$ cat src/rtl/keylock_pkg.sv
// Shared keylock definitions: control key codes, scan FSM states and the keypad
// (row,col) -> keypress code table.
package keylock_pkg;

  localparam logic [3:0] KEY_CANCEL = 4'd7;
  localparam logic [3:0] KEY_REPRO  = 4'd8;
  localparam logic [3:0] KEY_LOCK   = 4'd9;

  typedef enum logic [1:0] {
    SCAN     = 2'd0,
    DEBOUNCE = 2'd1,
    HELD     = 2'd2,
    RELEASE  = 2'd3
  } scan_state_e;

  // Keypad layout: 1 2 3 A / 4 5 6 B / 7 8 9 C / * 0 # D
  function automatic logic [3:0] key_encode(input logic [1:0] row_idx, input logic [1:0] col_idx);
    logic [3:0] code;
    case ({row_idx, col_idx})
      4'h0:    code = 4'd1;
      4'h1:    code = 4'd2;
      4'h2:    code = 4'd3;
      4'h3:    code = 4'd10;
      4'h4:    code = 4'd4;
      4'h5:    code = 4'd5;
      4'h6:    code = 4'd6;
      4'h7:    code = 4'd11;
      4'h8:    code = KEY_CANCEL;
      4'h9:    code = KEY_REPRO;
      4'hA:    code = KEY_LOCK;
      4'hB:    code = 4'd12;
      4'hC:    code = 4'd14;
      4'hD:    code = 4'd0;
      4'hE:    code = 4'd15;
      4'hF:    code = 4'd13;
      default: code = 4'd0;
    endcase
    return code;
  endfunction

endpackage

$ cat src/rtl/keypad_sync.sv
// Two-flop synchronizer for the asynchronous active-low keypad rows; idles at
// "no key" (all ones) out of reset.
module keypad_sync (
  input  logic       clk,
  input  logic       resetN,
  input  logic [3:0] d_in,
  output logic [3:0] q_out
);

  logic [3:0] meta_q, meta_d;
  logic [3:0] sync_q, sync_d;

  // Next values of the synchronizer chain.
  always_comb begin
    meta_d = d_in;
    sync_d = meta_q;
  end

  // Synchronizer flops.
  always_ff @(posedge clk or negedge resetN) begin
    if (!resetN) begin
      meta_q <= 4'b1111;
      sync_q <= 4'b1111;
    end else begin
      meta_q <= meta_d;
      sync_q <= sync_d;
    end
  end

  assign q_out = sync_q;

endmodule

$ cat src/rtl/keypad_scan_encoder.sv
// 4x4 keypad column scanner with debounce: issues one rdy strobe and keypress
// code per accepted press, and tracks key_held until the release is accepted.
module keypad_scan_encoder #(
  parameter int SCAN_DIV       = 50000,
  parameter int DEBOUNCE_SCANS = 4
) (
  input  logic       clk,
  input  logic       resetN,
  input  logic [3:0] row_n,
  output logic [3:0] col_n,
  output logic [3:0] keypress,
  output logic       rdy,
  output logic       key_held
);
  import keylock_pkg::*;

  localparam int DW = $clog2(SCAN_DIV);
  localparam int CW = $clog2(DEBOUNCE_SCANS + 1);
  localparam logic [DW-1:0] DWELL_LAST = DW'(SCAN_DIV - 1);
  localparam logic [DW-1:0] DWELL_ONE  = DW'(1);
  localparam logic [DW-1:0] DWELL_ZERO = DW'(0);
  localparam logic [CW-1:0] CNT_TARGET = CW'(DEBOUNCE_SCANS);
  localparam logic [CW-1:0] CNT_ONE    = CW'(1);
  localparam logic [CW-1:0] CNT_ZERO   = CW'(0);

  logic [3:0]    row_sync_s;
  logic          tick_s, row_none_s, row_single_s, advance_s;
  logic [1:0]    row_idx_s;
  logic [CW-1:0] dbcnt_inc_s;

  scan_state_e   state_q, state_d;
  logic [DW-1:0] dwell_q, dwell_d;
  logic [CW-1:0] dbcnt_q, dbcnt_d;
  logic [1:0]    col_idx_q, col_idx_d;
  logic [1:0]    row_q, row_d;
  logic [3:0]    col_n_q, col_n_d;
  logic [3:0]    keypress_q, keypress_d;
  logic          rdy_q, rdy_d;
  logic          key_held_q, key_held_d;

  keypad_sync u_sync (
    .clk    (clk),
    .resetN (resetN),
    .d_in   (row_n),
    .q_out  (row_sync_s)
  );

  // Classify the synchronized row sample as none / single (with its row) / multi.
  always_comb begin
    row_none_s = (row_sync_s == 4'b1111);
    case (row_sync_s)
      4'b1110: begin row_single_s = 1'b1; row_idx_s = 2'd0; end
      4'b1101: begin row_single_s = 1'b1; row_idx_s = 2'd1; end
      4'b1011: begin row_single_s = 1'b1; row_idx_s = 2'd2; end
      4'b0111: begin row_single_s = 1'b1; row_idx_s = 2'd3; end
      default: begin row_single_s = 1'b0; row_idx_s = 2'd0; end
    endcase
  end

  // Dwell counter, scan FSM, debounce counter and output next-state logic.
  always_comb begin
    tick_s      = (dwell_q == DWELL_LAST);
    dwell_d     = tick_s ? DWELL_ZERO : (dwell_q + DWELL_ONE);
    dbcnt_inc_s = dbcnt_q + CNT_ONE;
    state_d     = state_q;
    dbcnt_d     = dbcnt_q;
    row_d       = row_q;
    keypress_d  = keypress_q;
    key_held_d  = key_held_q;
    rdy_d       = 1'b0;
    advance_s   = 1'b0;
    if (tick_s) begin
      case (state_q)
        SCAN: begin
          if (row_single_s) begin
            row_d   = row_idx_s;
            dbcnt_d = CNT_ONE;
            state_d = DEBOUNCE;
          end else begin
            advance_s = 1'b1;
          end
        end
        DEBOUNCE: begin
          if (row_single_s && (row_idx_s == row_q)) begin
            if (dbcnt_inc_s == CNT_TARGET) begin
              rdy_d      = 1'b1;
              keypress_d = key_encode(row_q, col_idx_q);
              key_held_d = 1'b1;
              dbcnt_d    = CNT_ZERO;
              state_d    = HELD;
            end else begin
              dbcnt_d = dbcnt_inc_s;
            end
          end else begin
            // A failed debounce re-examines the same column on the next tick.
            dbcnt_d = CNT_ZERO;
            state_d = SCAN;
          end
        end
        HELD: begin
          if (row_none_s) begin
            dbcnt_d = CNT_ONE;
            state_d = RELEASE;
          end else begin
            state_d = HELD;
          end
        end
        RELEASE: begin
          if (!row_none_s) begin
            dbcnt_d = CNT_ZERO;
            state_d = HELD;
          end else if (dbcnt_inc_s == CNT_TARGET) begin
            key_held_d = 1'b0;
            dbcnt_d    = CNT_ZERO;
            state_d    = SCAN;
            advance_s  = 1'b1;
          end else begin
            dbcnt_d = dbcnt_inc_s;
          end
        end
        default: begin
          dbcnt_d = CNT_ZERO;
          state_d = SCAN;
        end
      endcase
    end else begin
      state_d = state_q;
    end
    col_idx_d = advance_s ? (col_idx_q + 2'd1) : col_idx_q;
    col_n_d   = ~(4'b0001 << col_idx_d);
  end

  // All scanner state and registered outputs.
  always_ff @(posedge clk or negedge resetN) begin
    if (!resetN) begin
      state_q    <= SCAN;
      dwell_q    <= DWELL_ZERO;
      dbcnt_q    <= CNT_ZERO;
      col_idx_q  <= 2'd0;
      row_q      <= 2'd0;
      col_n_q    <= 4'b1110;
      keypress_q <= 4'h0;
      rdy_q      <= 1'b0;
      key_held_q <= 1'b0;
    end else begin
      state_q    <= state_d;
      dwell_q    <= dwell_d;
      dbcnt_q    <= dbcnt_d;
      col_idx_q  <= col_idx_d;
      row_q      <= row_d;
      col_n_q    <= col_n_d;
      keypress_q <= keypress_d;
      rdy_q      <= rdy_d;
      key_held_q <= key_held_d;
    end
  end

  assign col_n    = col_n_q;
  assign keypress = keypress_q;
  assign rdy      = rdy_q;
  assign key_held = key_held_q;

endmodule
$ cat config.mk
export PLATFORM = sky130hd
export DESIGN_NAME = keypad_scan_encoder
export DESIGN_NICKNAME = d
export VERILOG_FILES = /design/src/rtl/keylock_pkg.sv /design/src/rtl/keypad_sync.sv /design/src/rtl/keypad_scan_encoder.sv
export SDC_FILE = /design/constraint.sdc
export NUM_CORES = 1
export LEC_CHECK = 0
export ABC_AREA = 1
export BUFFER_PORTS_ARGS = -buffer_cell sky130_fd_sc_hd__buf_2
export CORE_MARGIN = 3
export CORE_UTILIZATION = 50
export DETAILED_ROUTE_END_ITERATION = 6
export PLACE_DENSITY_LB_ADDON = 0.3
export SLEW_MARGIN = 20
export SYNTH_ARGS = -nofsm -noshare
export SYNTH_HDL_FRONTEND = slang
export SYNTH_SLANG_ARGS = --single-unit
$ cat constraint.sdc
create_clock -name clk -period 1.8 [get_ports clk]
set_clock_uncertainty 0.1 [all_clocks]
set_input_delay 0.36 -clock clk [delete_from_list [all_inputs] [get_ports clk]]
set_output_delay 0.36 -clock clk [all_outputs]
set_load 0.02 [all_outputs]
### Word-level counts from Yosys, hierarchy flattened

Memory sizes are Yosys's and may differ from the RTL's. A register that Yosys moved wholly into a read port is not among the register bits.
Cells that the tools add are included.

* reduce and logical (&&, ||, !) cells: 10
* shifts and indexed selects: 1
* mux-type cells: 30
* add/sub/neg operators: 3
* bitwise gates (word level): 1
* equality and inequality tests: 19

Operators by type and width (count)
* 16-bit by 1-bit adder with 16-bit output, second input constant: 1
* 16-bit equality test, second input constant: 1
* 4-bit equality test, second input constant: 4
* 16-bit two-way mux: 1
* 3-bit two-way mux: 5
* 1-bit two-way mux: 13
* 2-bit two-way mux: 6
* 2-bit != test, second input constant: 6
* 3-bit one-hot mux with 4 select lines: 1
* 2-bit one-hot mux with 4 select lines: 1
* 4-bit AND reduction: 2
* 3-bit != test, second input constant: 2
* 2-bit one-hot mux with 3 select lines: 1
* 3-bit AND reduction: 2
* 6-bit AND reduction: 1
* 2-bit equality test, second input constant: 2
* 4-bit by 3-bit equality test with 1-bit output, second input constant: 1
* 4-bit NOT: 1
* 1-bit one-hot mux with 2 select lines: 2
* 4-bit OR reduction: 1
* 1-bit by 2-bit << shifter with 4-bit output, first input constant: 1
* 3-bit by 1-bit adder with 3-bit output, second input constant: 1
* 3-bit equality test, second input constant: 1
* 2-bit by 1-bit adder with 2-bit output, second input constant: 1
* 6 further kinds: 6

* output and inout port bits: 10
* bits in registers: 39
* ROM bits: 64
* logic and storage cells: 75
* bits of input ports: 6
* memories kept: 1

Memory list
* (no name shown): depth 16, width 4, rd ports 1, clocked after memory_dff 1, wr ports 0, RTL line keylock_pkg.sv:19 `case ({row_idx, col_idx})`

### Longest topological paths before layout

Gate-level depths: netlist of run 1.

* word-level depth: 9
* mapped depth: 11
* mapped depth without buffers: 11

### Hierarchy

A second synthesis of run 1 with hierarchy kept.

* cell total of the unflattened synthesis: 283
* area total of the unflattened synthesis: 2416.1 um^2

Modules (own cells, without submodules)
* keypad_scan_encoder: cells each 275, area each 2205.9 um^2, times used 1, sequential area each 879.6 um^2
* keypad_sync: cells each 8, area each 210.2 um^2, times used 1, sequential area each 210.2 um^2

### Worst setup path before layout of run 1

OpenSTA, ideal clock, no wires.

* kind: register to register
* start: register dbcnt_q[0]
* end: register col_n_q[0] (netlist: col_n[0])
* arrival time: 1.451 ns
* setup slack: 0.132 ns
* required time: 1.583 ns
* cell stages (with the launch flop): 11
* cell sequence: dfrtp_1 -> ha_1 -> xnor2_1 -> nor2_1 -> nand2_1 -> nand2_2 -> nand3_1 -> nand2_1 -> nand2_1 -> inv_1 -> nand2_1

* word-level cells in the longest chain between the ends: 9

Ends and longest elaborated chain
* start: declaration: RTL line keypad_scan_encoder.sv:33 `logic [CW-1:0] dbcnt_q, dbcnt_d;`
* start signal: assignment: RTL line keypad_scan_encoder.sv:148 `dbcnt_q <= dbcnt_d;`
* 3-bit by 1-bit adder with 3-bit output: RTL line keypad_scan_encoder.sv:64 `dbcnt_inc_s = dbcnt_q + CNT_ONE;`
* 3-bit equality test: RTL line keypad_scan_encoder.sv:112 `end else if (dbcnt_inc_s == CNT_TARGET) begin`
* 1-bit two-way mux: RTL line keypad_scan_encoder.sv:112
* 1-bit two-way mux: RTL line keypad_scan_encoder.sv:109 `if (!row_none_s) begin`
* 1-bit one-hot mux with 2 select lines: RTL line keypad_scan_encoder.sv:73 `case (state_q)`
* 1-bit two-way mux: RTL line keypad_scan_encoder.sv:72 `if (tick_s) begin`
* 2-bit two-way mux: RTL line keypad_scan_encoder.sv:129 `col_idx_d = advance_s ? (col_idx_q + 2'd1) : col_idx_q;`
* net col_idx_d[1]: RTL line keypad_scan_encoder.sv:34 `logic [1:0] col_idx_q, col_idx_d;`
* 1-bit by 2-bit << shifter with 4-bit output: RTL line keypad_scan_encoder.sv:130 `col_n_d = ~(4'b0001 << col_idx_d);`
* 4-bit NOT: RTL line keypad_scan_encoder.sv:130
* net col_n_d[0]: RTL line keypad_scan_encoder.sv:36 `logic [3:0] col_n_q, col_n_d;`
* end signal: assignment: RTL line keypad_scan_encoder.sv:151 `col_n_q <= col_n_d;`
* end: declaration: RTL line keypad_scan_encoder.sv:36

The timed path passes the listed nets, and every way through them passes these cells.
A chain may end at the register's enable or synchronous reset.

### Final worst setup path of run 1

* start: register dwell_q[1]
* end: register state_q[0]

* word-level cells in the longest chain between the ends: 2

Ends and longest elaborated chain
* start: declaration: RTL line keypad_scan_encoder.sv:32 `logic [DW-1:0] dwell_q, dwell_d;`
* start signal: assignment: RTL line keypad_scan_encoder.sv:147 `dwell_q <= dwell_d;`
* 16-bit equality test: RTL line keypad_scan_encoder.sv:62 `tick_s = (dwell_q == DWELL_LAST);`
* 4-bit AND reduction (no source line)
* end signal: assignment: RTL line keypad_scan_encoder.sv:146 `state_q <= state_d;`
* end: declaration: RTL line keypad_scan_encoder.sv:31 `scan_state_e state_q, state_d;`

No other way between the ends.

==> results list, run 1 <==
* Critical path startpoint: dwell_q[1]
- Leakage: 0.00140 uW
- The finished cells cover 2850 um^2.
- Number of hold violations in the final report: 0
- Kind of end point of the critical path: register
- Share of the clock period used by the worst path: 103%
- Setup repair after global routing could not meet its margin everywhere.
* Via count of the routed design: 1923
* Yosys warns: 0
* Setup crit start kind: register
- The count of pins over their slew limit came to 0.
- Among all stages on the critical path, the largest delay is contributed by dfrtp_1.
- Before antenna repair, the detailed router went through 4 iterations.
* Total congestion overflow: 0
* Worst-Margin Slew: 0.523 ns
* RD Place Congestion: 0.926
* Number of hold buffers added after CTS: 0
- Max Buffers Root-to-Sink: 2
* DRC violation count after routing: 0
- In this run, the number of DRC markers left after iteration 0 of detailed routing was 189.
* Max H-tree Level: 2
- Count of cell types in the netlist: 31
- The net count of the finished layout is 343.
* Largest voltage drop on the vdd net: 459 uV
- Antenna violations before repair: 0
* Mapped Avg Cell Area: 8.25 um^2
- Vias per cell: 5.10
- Highest Clock Rate: 540 MHz
- Summing every instance area after synthesis gives 2340 um^2.
- The number of nets in the synthesized netlist is 302.
* Required arrival time at the worst endpoint: 1.89 ns
- Growth of design area from synthesis to finish: 22.0%
- TritonCTS built the clock tree.
* Setup-violating endpoint count in the final report: 8
- For this run, the total global-route usage over all layers was measured as 18.0%.
- 0 antenna diodes ended up in the layout.
* Cell count along the critical path: 10
* Number of global-route vias before repair: 1711
- Max-cap violation count: 0
- After detailed placement, the total cell area comes to 2580 um^2.
- Failing checks: negative setup slack
- Clock Root Buffer: clkbuf_8
- Routed wire per std cell: 12.5 um
- For this block, the routed nets add up to 4700 um of wire.
* Ports placed on the boundary: 16
- The die is 74.4 um tall.
- Leaving out fill and tap cells, the most frequent cell in the layout is nand2_1.
* Arrival time of data at the critical path endpoint: 1.94 ns
* Remaining max-slew budget at the tightest pin: 65.1%
- Largest net degree at the start of global routing: 44
- Power density over the cells: 678 nW/um^2
- The floorplan step defined a core boundary enclosing 4440 um^2.
- Counting every sink on the clock net gives 43.
- Peak per-stage delay on the critical path: 0.35 ns
* Initial Util: 52.6%
- Detailed placement HPWL: 3300 um
- Series of cell instances along the critical path: ha_2, nand2_2, nor2_4, nand3_2, nor3_4, inv_1, nor2_2, nand3_2, nand2_1, nand2_1
* Post-route setup slack: -0.0528 ns
* Register-to-register path setup slack: -0.05 ns
- Cell count after synthesis: 283
- Flop and latch count out of synthesis: 43
* Buffers added on ports: 15
- From left edge to right edge, the die measures 74.4 um.
- Wire length of the first global-routing pass: 7590 um
- In the final layout, the share of cells above drive strength 1 is 27.4%.
- Including well taps, the total number of placed cells is 364.
* Status: finished, violations left
* Register-to-Register Path Depth: 10
* Class of the worst hold path: in -> async
- In this run the worst path has a maximum fanout of 4.
- The number of buffers and inverters on the critical path is 1.
- Last element of the critical path: state_q[0]
- On the critical path the largest part of the delay comes from simple AND/OR/NAND/NOR gates.
* Launching point of the worst reg2reg path: dwell_q[1]
* Number of rows created at floorplan: 24
- Minimum clock period after layout: 1.85 ns
* Inserted Clock Buffers: 5
- The count of cells in the finished layout, fillers not included, comes to 377.
- Leaving out fill and tap cells, the most frequent cells in the layout are nand2_1, inv_1, dfrtp_1, nor2_1, buf_4.
- Sequential-to-total area share from yosys stat: 46.7%
* Residual antenna-violating net count after detailed routing: 0
* Total die area: 5530 um^2
- Insertion delay to the later sink of the worst-skew pair: 0.30 ns
* CP Class: reg -> reg
* Clock-pin slew on the worst setup and hold paths: 0.09 ns
- Capture instance of the worst register-to-register path: state_q[0]
==> where the power goes <==
part	total (uW)	switching, uW	internal (uW)	leakage [uW]
logic	60.0	44.9	15.1	0.000790
clock network	886	332	554	0.0000654
registers	987	4.88	982	0.000548
==> worst reg2reg max path, delay by kind of cell (launching register included) <==
| kind | cells | cell delay (ns) |
|---|---|---|
| AND/OR/NAND/NOR | 8 | 0.98 |
| flip-flops | 1 | 0.35 |
| adder cells (fa/ha/maj) | 1 | 0.20 |
| buffers and inverters | 1 | 0.10 |
==> worst min-delay path by stage <==
stage | slack (ns) | start | end | depth (start not counted)
after floorplan | -0.04 | resetN | col_idx_q[0] | 0
after global routing | 0.04 | row_n[1] | u_sync.meta_q[1] | 1
after detailed placement | 0.25 | u_sync.meta_q[1] | u_sync.q_out[1] | 0
after global placement | 0.25 | u_sync.meta_q[2] | u_sync.q_out[2] | 0
after CTS | 0.04 | resetN | keypress[1] | 2
final | 0.008 | resetN | dwell_q[9] | 2
==> Yosys cell counts <==
cell type,instances,area (um^2)
or2_2,1,6.26
nor2_4,1,11.3
xor2_1,6,52.6
inv_2,2,7.51
nor2_1,25,93.8
nand4_1,9,56.3
nor2_2,1,6.26
and2b_1,1,7.51
xnor2_1,3,26.3
nor4_1,3,18.8
o21ai_0,13,65.1
nand2_2,3,18.8
nor3_1,10,50.1
a21boi_0,1,7.51
nand3_2,2,20.0
nor3_4,1,16.3
a21oi_1,7,35.0
nor3b_1,1,7.51
dfrtp_1,32,801
nor3_2,1,10.0
a31o_2,1,8.76
nand3_1,19,95.1
mux2i_1,1,10.0
dfstp_2,11,289
nand2_1,69,259
clkbuf_1,1,3.75
clkinv_1,1,3.75
inv_1,41,154
buf_4,1,7.51
ha_1,13,163
nand4_2,2,25.0
==> sequential cells by signal, summed over array words and instances (netlist names) <==
signal	cells
rdy	1
u_sync.q_out	4
row_q	2
col_n	4
key_held	1
state_q	2
keypress	4
u_sync.meta_q	4
dbcnt_q	3
dwell_q	16
col_idx_q	2
==> layer usage <==
layer	share of wire [%]	global-route usage, %	up-vias
li1	-	-	982
met1	49	26.4	883
met4	2.0	7.31	0
met2	45	26.0	48
met5	0	0	-
met3	4.0	4.05	10
==> final cells by class <==
class	instances	area, um^2
Tap cell	52	65.1
Sequential cell	43	1090
Multi-Input combinational cell	194	1160
Timing Repair Buffer	36	240
Clock buffer	6	72.6
Fill cell	368	1590
Inverter	44	165
Clock inverter	2	60.1
==> per-stage QoR <==
step           worst slack, ns  setup TNS (ns)  hold WS [ns]  total power, uW  utilization [%]
2_1_floorplan            0.132               0       -0.0356             1030                -
3_3_place_gp            0.0188               0         0.246             1060             58.2
3_5_place_dp            0.0168               0         0.247             1060             58.2
4_1_cts                 0.0216               0        0.0368             1950             61.4
5_1_grt                 -0.165           -1.81        0.0415             2000             64.1
6_report               -0.0528          -0.217       0.00775             1930             64.1
==> repair_timing <==
| item | CTS | global route |
|---|---|---|
| setup endpoints to repair | 1 | 20 |
| gates resized for setup | 2 | 27 |
| pin swaps | 0 | 14 |
| buffers inserted | 0 | 5 |
==> kinds of logic (layout without fill, tap and decap cells) <==
group | Yosys count | count (layout) | synth area share, %
AOI/OAI and AO/OA | 22 | 22 | 4.98
xor gates and xnor gates | 9 | 9 | 3.37
adders and majority gates | 13 | 13 | 6.96
buffers and inverters | 46 | 88 | 7.55
DFF | 43 | 43 | 46.7
muxes | 1 | 1 | 0.429
and+or+nand+nor | 149 | 149 | 30.0
No activity file was read; power rests on OpenSTA's default activity.
==> inputs of run 2 (changes only) <==
--- a/config.mk
+++ b/config.mk
@@ -8,7 +8,7 @@
 export ABC_AREA = 1
 export BUFFER_PORTS_ARGS = -buffer_cell sky130_fd_sc_hd__buf_2
 export CORE_MARGIN = 3
-export CORE_UTILIZATION = 50
+export CORE_UTILIZATION = 40
 export DETAILED_ROUTE_END_ITERATION = 6
 export PLACE_DENSITY_LB_ADDON = 0.3
 export SLEW_MARGIN = 20
==> run 2 against run 1 <==
Effect of this change: wire length down 1.0%; the flow now finishes without violations; hold slack better by 0.040 ns; largest power group unchanged; cell count up 5.8%; sequential power hardly changed; total power is 0.68% higher.
==> results list, run 2 (synthesized netlist as in run 1, its figures left out) <==
- Final design utilization: 51.7%
- The floorplan step defined a die boundary enclosing 6790 um^2.
* Largest net degree at the start of global routing: 26
* Status: finished clean
* Total buffers and inverters traversed by the critical path: 1
- DRC violation count after routing: 0
- Number of rows created at floorplan: 27
* Inserted Clock Buffers: 5
- Setup repair after global routing could not meet its margin everywhere.
- Via count of the routed design: 1964
- At the later pin of the worst-skew pair, clock insertion delay measures 0.30 ns.
- Die H: 82.4 um
- For the pin with the worst max-slew slack, the measured transition is 0.464 ns.
- In this run the tool buffered the top-level ports with 15 buffer cells.
- Adding up every negative setup slack in the final design gives 0 ns.
- Global routing used 15.1% of the available tracks.
* Fraction of final layout cells with drive strength greater than 1: 27.8%
* Number of placed instances, taps included: 386
- Clock Root Buffer: clkbuf_8
- The largest individual stage delay along the critical path comes from the cell dfrtp_1.
- In this design, the largest share of critical-path delay is due to simple AND/OR/NAND/NOR gates.
- Wirelength, routed: 4650 um
* Iteration count of the initial detailed-routing pass: 4
- After detailed routing, the average wire length per cell comes to 11.7 um.
- The total overflow left after global routing is 0.
- The number of global-route vias before repair was 1785.
* DRT iter0 DRCs: 87
- Total placed instance area: 2640 um^2
- Clock-pin slew on the worst setup and hold paths: 0.08 ns
* Leakage: 0.00141 uW
- The count of pins over their slew limit came to 0.
* N_diodes: 0
- The count of cells in the finished layout, fillers not included, comes to 399.
* Residual antenna-violating net count after detailed routing: 0
- Initial Util: 41.9%
- Commonest cells after routing, fill and taps aside: nand2_1, inv_1, dfrtp_1, nor2_1, buf_4
- Routability-driven placement finished with a final weighted congestion of 0.863.
* Highest Clock Rate: 570 MHz
* Minimum clock period after layout: 1.75 ns
* Clock net sink count: 43
- Counting flops per register, the top entry is dwell_q.
- Class of the worst hold path: in -> reg
- Most common cell after layout, fill and taps aside: nand2_1
- From synthesis to final layout, the design area changed by 23.5%.
- Power density over the cells: 675 nW/um^2
- Data on the critical path arrives at its endpoint at 1.84 ns.
- Peak per-stage delay on the critical path: 0.36 ns
* Core region area: 5570 um^2
* Kind of end point of the critical path: register
- Wire length of the first global-routing pass: 7820 um
- Setup violations remaining at the end of the flow were counted as 0.
* Number of hold violations in the final report: 0
* CP Class: reg -> reg
* Overall power consumption: 1950 uW
- The initial antenna violation count was 0.
- After detailed routing, the number of vias per cell comes to 4.92.
* Max Buffers Root-to-Sink: 2
- TritonCTS built the clock tree.
- Largest register FFs: 16
- Of the available clock period, the critical path in the final layout requires 97.5%.
* Die span in x: 82.4 um
- The wire-length estimate of the detail-placed layout is 3480 um.
* Remaining max-slew budget at the tightest pin: 69.1%
* Finished Cell Area: 2880 um^2
- Required arrival time at the worst endpoint: 1.89 ns
- Fill count: 530
- Pin placement for this block handled 16 I/O pins.
* Max H-tree Level: 2
- Net count reported at finish: 345
* Worst Path Max Fanout: 8
- Series of cell instances along the critical path: ha_2, nand2_2, nor2_4, nand3_2, nor3_4, buf_6, nand4_4, nand2_1, o21ai_1
- VDD sags by at most 338 uV.
- Setup crit start kind: register
- Max-cap violation count: 0
==> run 2: cell count changes in the layout (fill, tap and decap cells not counted), sizes merged <==
cell / before / now
buf: 36 / 37
clkbuf: 6 / 5
clkinvlp: 0 / 1
dlygate4sd3: 0 / 1
==> run 2: cell type report <==
type                    instances  area [um^2]  area share (%)
repair buffers                 38          267            9.24
inverters                      44          165            5.73
clock inverters                 3         67.6            2.34
flip-flops and latches         43         1090            37.8
clock buffers                   5         68.8            2.39
well taps                      72         90.1            3.12
multi-input cells             194         1140            39.4
==> run 2: layer usage <==
layer  vias to the layer above  GRT usage, %  part of all wire (%)
met3                         8          3.25                   3.5
met4                         0          5.98                   1.9
met1                       924          19.4                    46
met5                         -             0                     0
li1                        989             -                     -
met2                        43          24.5                    48
==> run 2: worst reg2reg max path: stages, from the launching register on <==
cell,delay (ns)
dfrtp_1,0.36
ha_2,0.19
nand2_2,0.06
nor2_4,0.13
nand3_2,0.11
nor3_4,0.22
buf_6,0.14
nand4_4,0.17
nand2_1,0.11
o21ai_1,0.06
==> run 2: per-stage QoR <==
step / setup slack (ns) / hold slack (ns)
6_report: 0.0454 / 0.0475
5_1_grt: -0.0810 / 0.0296
4_1_cts: 0.0314 / 0.0368
3_5_place_dp: -0.0287 / 0.241
3_3_place_gp: 0.0172 / 0.236
2_1_floorplan: 0.132 / -0.0356
==> run 2: timing repair <==
item	4_1_cts	5_1_grt
hold buffers	1	0
setup buffers	0	4
resized for setup	1	25
pin swaps	0	7
endpoints found under the setup margin	4	19
endpoints found under the hold margin	15	0
==> run 2: final timing paths <==
check	startpoint	end	slack, ns	depth (start not counted)
min in group asynchronous	resetN	col_idx_q[0]	0.44	2
hold / removal	row_n[3]	u_sync.meta_q[3]	0.05	1
max in group asynchronous	resetN	u_sync.meta_q[0]	0.60	3
setup / recovery	dwell_q[0]	keypress[0]	0.05	9
hold reg to reg	u_sync.meta_q[2]	u_sync.q_out[2]	0.26	0
setup reg to reg	dwell_q[0]	keypress[0]	0.05	9
==> run 2: power breakdown <==
part	switching, uW	internal, uW	leakage [uW]	total, uW
clock network	342	553	0.0000644	895
logic	43.8	20.4	0.000799	64.2
registers	5.04	982	0.000548	987
total	391	1560	0.00141	1950
==> inputs of run 3 (changes only) <==
--- a/config.mk
+++ b/config.mk
@@ -11,6 +11,7 @@
 export CORE_UTILIZATION = 40
 export DETAILED_ROUTE_END_ITERATION = 6
 export PLACE_DENSITY_LB_ADDON = 0.3
+export REMOVE_ABC_BUFFERS = 1
 export SLEW_MARGIN = 20
 export SYNTH_ARGS = -nofsm -noshare
 export SYNTH_HDL_FRONTEND = slang
==> run 3 against run 2 <==
Effect of this change: the run now ends with negative setup slack left; global-route usage increased by 0.31 points; non-clock buffer count increased by 5; sequential power about the same; worst setup slack got worse by 0.083 ns; sequential share of layout area decreased by 0.66 points; clock-buffer cell count increased by 1; clock power decreased by 32%; total power decreased by 15%; via count decreased by 2.4%; wire length increased by 3.9%; critical path depth unchanged; cell count increased by 1.3%; highest routed layer unchanged.
==> results list, run 3 (synthesized netlist as in run 1, its figures left out) <==
- Top reg by flops: dwell_q
- Across the run, the number of max-cap violations was 0.
- The congestion estimate from routability-driven global placement came to 0.899.
* Proportion of total power due to net switching: 23.3%
* CP Class: reg -> reg
* Largest register FFs: 16
* Failing checks: negative setup slack
- Cell class contributing the biggest share of worst-path delay: simple AND/OR/NAND/NOR gates
- DRC violation count after routing: 0
- The count of pins over their slew limit is 0.
- Peak per-stage delay on the critical path: 0.36 ns
* Arrival time of data at the critical path endpoint: 1.92 ns
- Most common cell after layout, fill and taps aside: nand2_1
* Series of cell instances along the critical path: ha_2, nand2_2, nor2_4, nand3_2, nor3_4, buf_6, nand4_4, nand2_1, o21ai_0
* Global-route usage over all layers: 15.4%
- Max Buffers Root-to-Sink: 2
- Wires add up to 4840 um.
- Part of the power in combinational logic: 4.1%
- The initial antenna violation count is 0.
- The final critical path takes up 102% of the cycle.
- TritonCTS built the clock tree.
- Counting the buffers created by CTS gives 5.
- Clock-pin slew on the worst setup and hold paths: 0.08 ns
- From left edge to right edge, the die measures 82.4 um.
* Highest Clock Rate: 544 MHz
- The die covers 6790 um^2.
- Setup violations remaining at the end of the flow were counted as 16.
- Total placed instance area: 2650 um^2
- Number of global-route vias before repair: 1777
- Slowest stage cell on the critical path: dfrtp_1
* Largest net degree at the start of global routing: 24
* Power density over the cells: 566 nW/um^2
- Worst Setup Slack post-DPL: 0.0264 ns
* Worst Path Max Fanout: 8
- Status: finished, violations left
* Clock power frac: 36.5%
- Measured against its own limit, the worst slew margin works out to 67.9%.
- The net count of the finished layout is 350.
- Once the floorplan was initialized, standard cells occupied 41.9% of the core.
- Summed over all cells, the static leakage comes to 0.00143 uW.
* Largest voltage drop on the vdd net: 303 uV
- The first detailed-routing pass took 4 iterations.
- Together, buffers and inverters on the worst path number 1.
* Commonest cells after routing, fill and taps aside: nand2_1, inv_1, dfrtp_1, buf_4, nor2_1
- Post-route setup slack: -0.0378 ns
* Total congestion overflow: 0
* Number of rows created at floorplan: 27
* Design internal power: 1280 uW
- Net Switching: 386 uW
* DRT iter0 DRCs: 116
* Clock Root Buffer: clkbuf_8
- After floorplanning, the core was sized to cover 5570 um^2.
* Wire length of the first global-routing pass: 8070 um
- Growth of design area from synthesis to finish: 25.7%
- 0 antenna diodes ended up in the layout.
- Setup repair after global routing could not meet its margin everywhere.
- Buffers added on ports: 15
- Via count of the routed design: 1916
* Clock net sink count: 43
* Routed wire per std cell: 12.0 um
- Worst-Margin Slew: 0.481 ns
- The share of total power dissipated in sequential elements is 59.4%.
- Overall power consumption: 1660 uW
- Required arrival time at the worst endpoint: 1.89 ns
* Die H: 82.4 um
- For the finished layout, the period the worst path requires is 1.84 ns.
- Fraction of final layout cells with drive strength greater than 1: 29.8%
- In the routed layout, each cell is associated on average with a via count of 4.74.
* Number of hold violations in the final report: 0
- In this run the worst hold path is classified as in -> reg.
- STA classifies the critical path startpoint as a register.
- Summing all non-filler instances in the final layout gives an area of 2940 um^2.
- Detailed placement HPWL: 3480 um
* Max H-tree Level: 2
* Insertion delay to the later sink of the worst-skew pair: 0.30 ns
* Ports placed on the boundary: 16
- The count of nets left with antenna violations once routing finished came out at 0.
- Kind of end point of the critical path: register
run 3: changes by cell type in the layout (fill, tap and decap cells not counted), moves of 2 or more:
cell / before / now
nor2_2: 6 / 4
nand3_4: 0 / 3
buf_4: 20 / 22
nand2_1: 65 / 59
nand2_2: 7 / 12
bufinv_16: 2 / 0
nand3_2: 5 / 3
buf_6: 1 / 3
run 3: final cells by class:
cell class / count / area (um^2)
Fill cell: 522 / 2640
Multi-Input combinational cell: 194 / 1190
Sequential cell: 43 / 1090
Timing Repair Buffer: 43 / 319
Inverter: 44 / 165
Tap cell: 72 / 90.1
Clock buffer: 6 / 72.6
Clock inverter: 2 / 12.5
run 3: through the flow:
| stage | hold WS [ns] | std cells | util, % | setup TNS (ns) |
|---|---|---|---|---|
| 6_report | 0.0489 | 404 | 52.7 | -0.353 |
| 5_1_grt | 0.0351 | 404 | 52.7 | -3.03 |
| 4_1_cts | 0.0424 | 396 | 49.2 | 0 |
| 3_5_place_dp | 0.247 | 387 | 47.5 | 0 |
| 3_3_place_gp | 0.246 | 387 | 47.5 | 0 |
| 2_1_floorplan | -0.0356 | 281 | - | 0 |
run 3: per-layer routing:
metal  track usage (%)  routed length, um
met3              2.71                155
met1              22.4               2360
met4              5.81                 73
met2              22.4               2250
met5                 0                  0
run 3: power groups by stage:
stage	combinational, uW	clock, uW	sequential (uW)
floorplan	23.7	0	1000
global placement	60.4	0	1010
detailed placement	61.7	0	1010
CTS	63.6	628	987
global route	79.7	676	989
finish	68.3	606	987
run 3: final timing paths:
| kind | from | to | slack (ns) | cells past startpoint |
|---|---|---|---|---|
| max reg2reg | dwell_q[1] | keypress[3] | -0.04 | 9 |
| min in group asynchronous | resetN | keypress[0] | 0.45 | 2 |
| max | dwell_q[1] | keypress[3] | -0.04 | 9 |
| max in group asynchronous | resetN | col_n[2] | 0.59 | 3 |
| min | row_n[3] | u_sync.meta_q[3] | 0.05 | 1 |
| min reg2reg | u_sync.meta_q[0] | u_sync.q_out[0] | 0.26 | 0 |
run 3: what timing repair did:
item | in CTS | in global routing
hold buffers | 1 | 0
buffers inserted | 0 | 9
endpoints found under the hold margin | 12 | 0
resized for setup | 0 | 40
endpoints found under the setup margin | 0 | 19
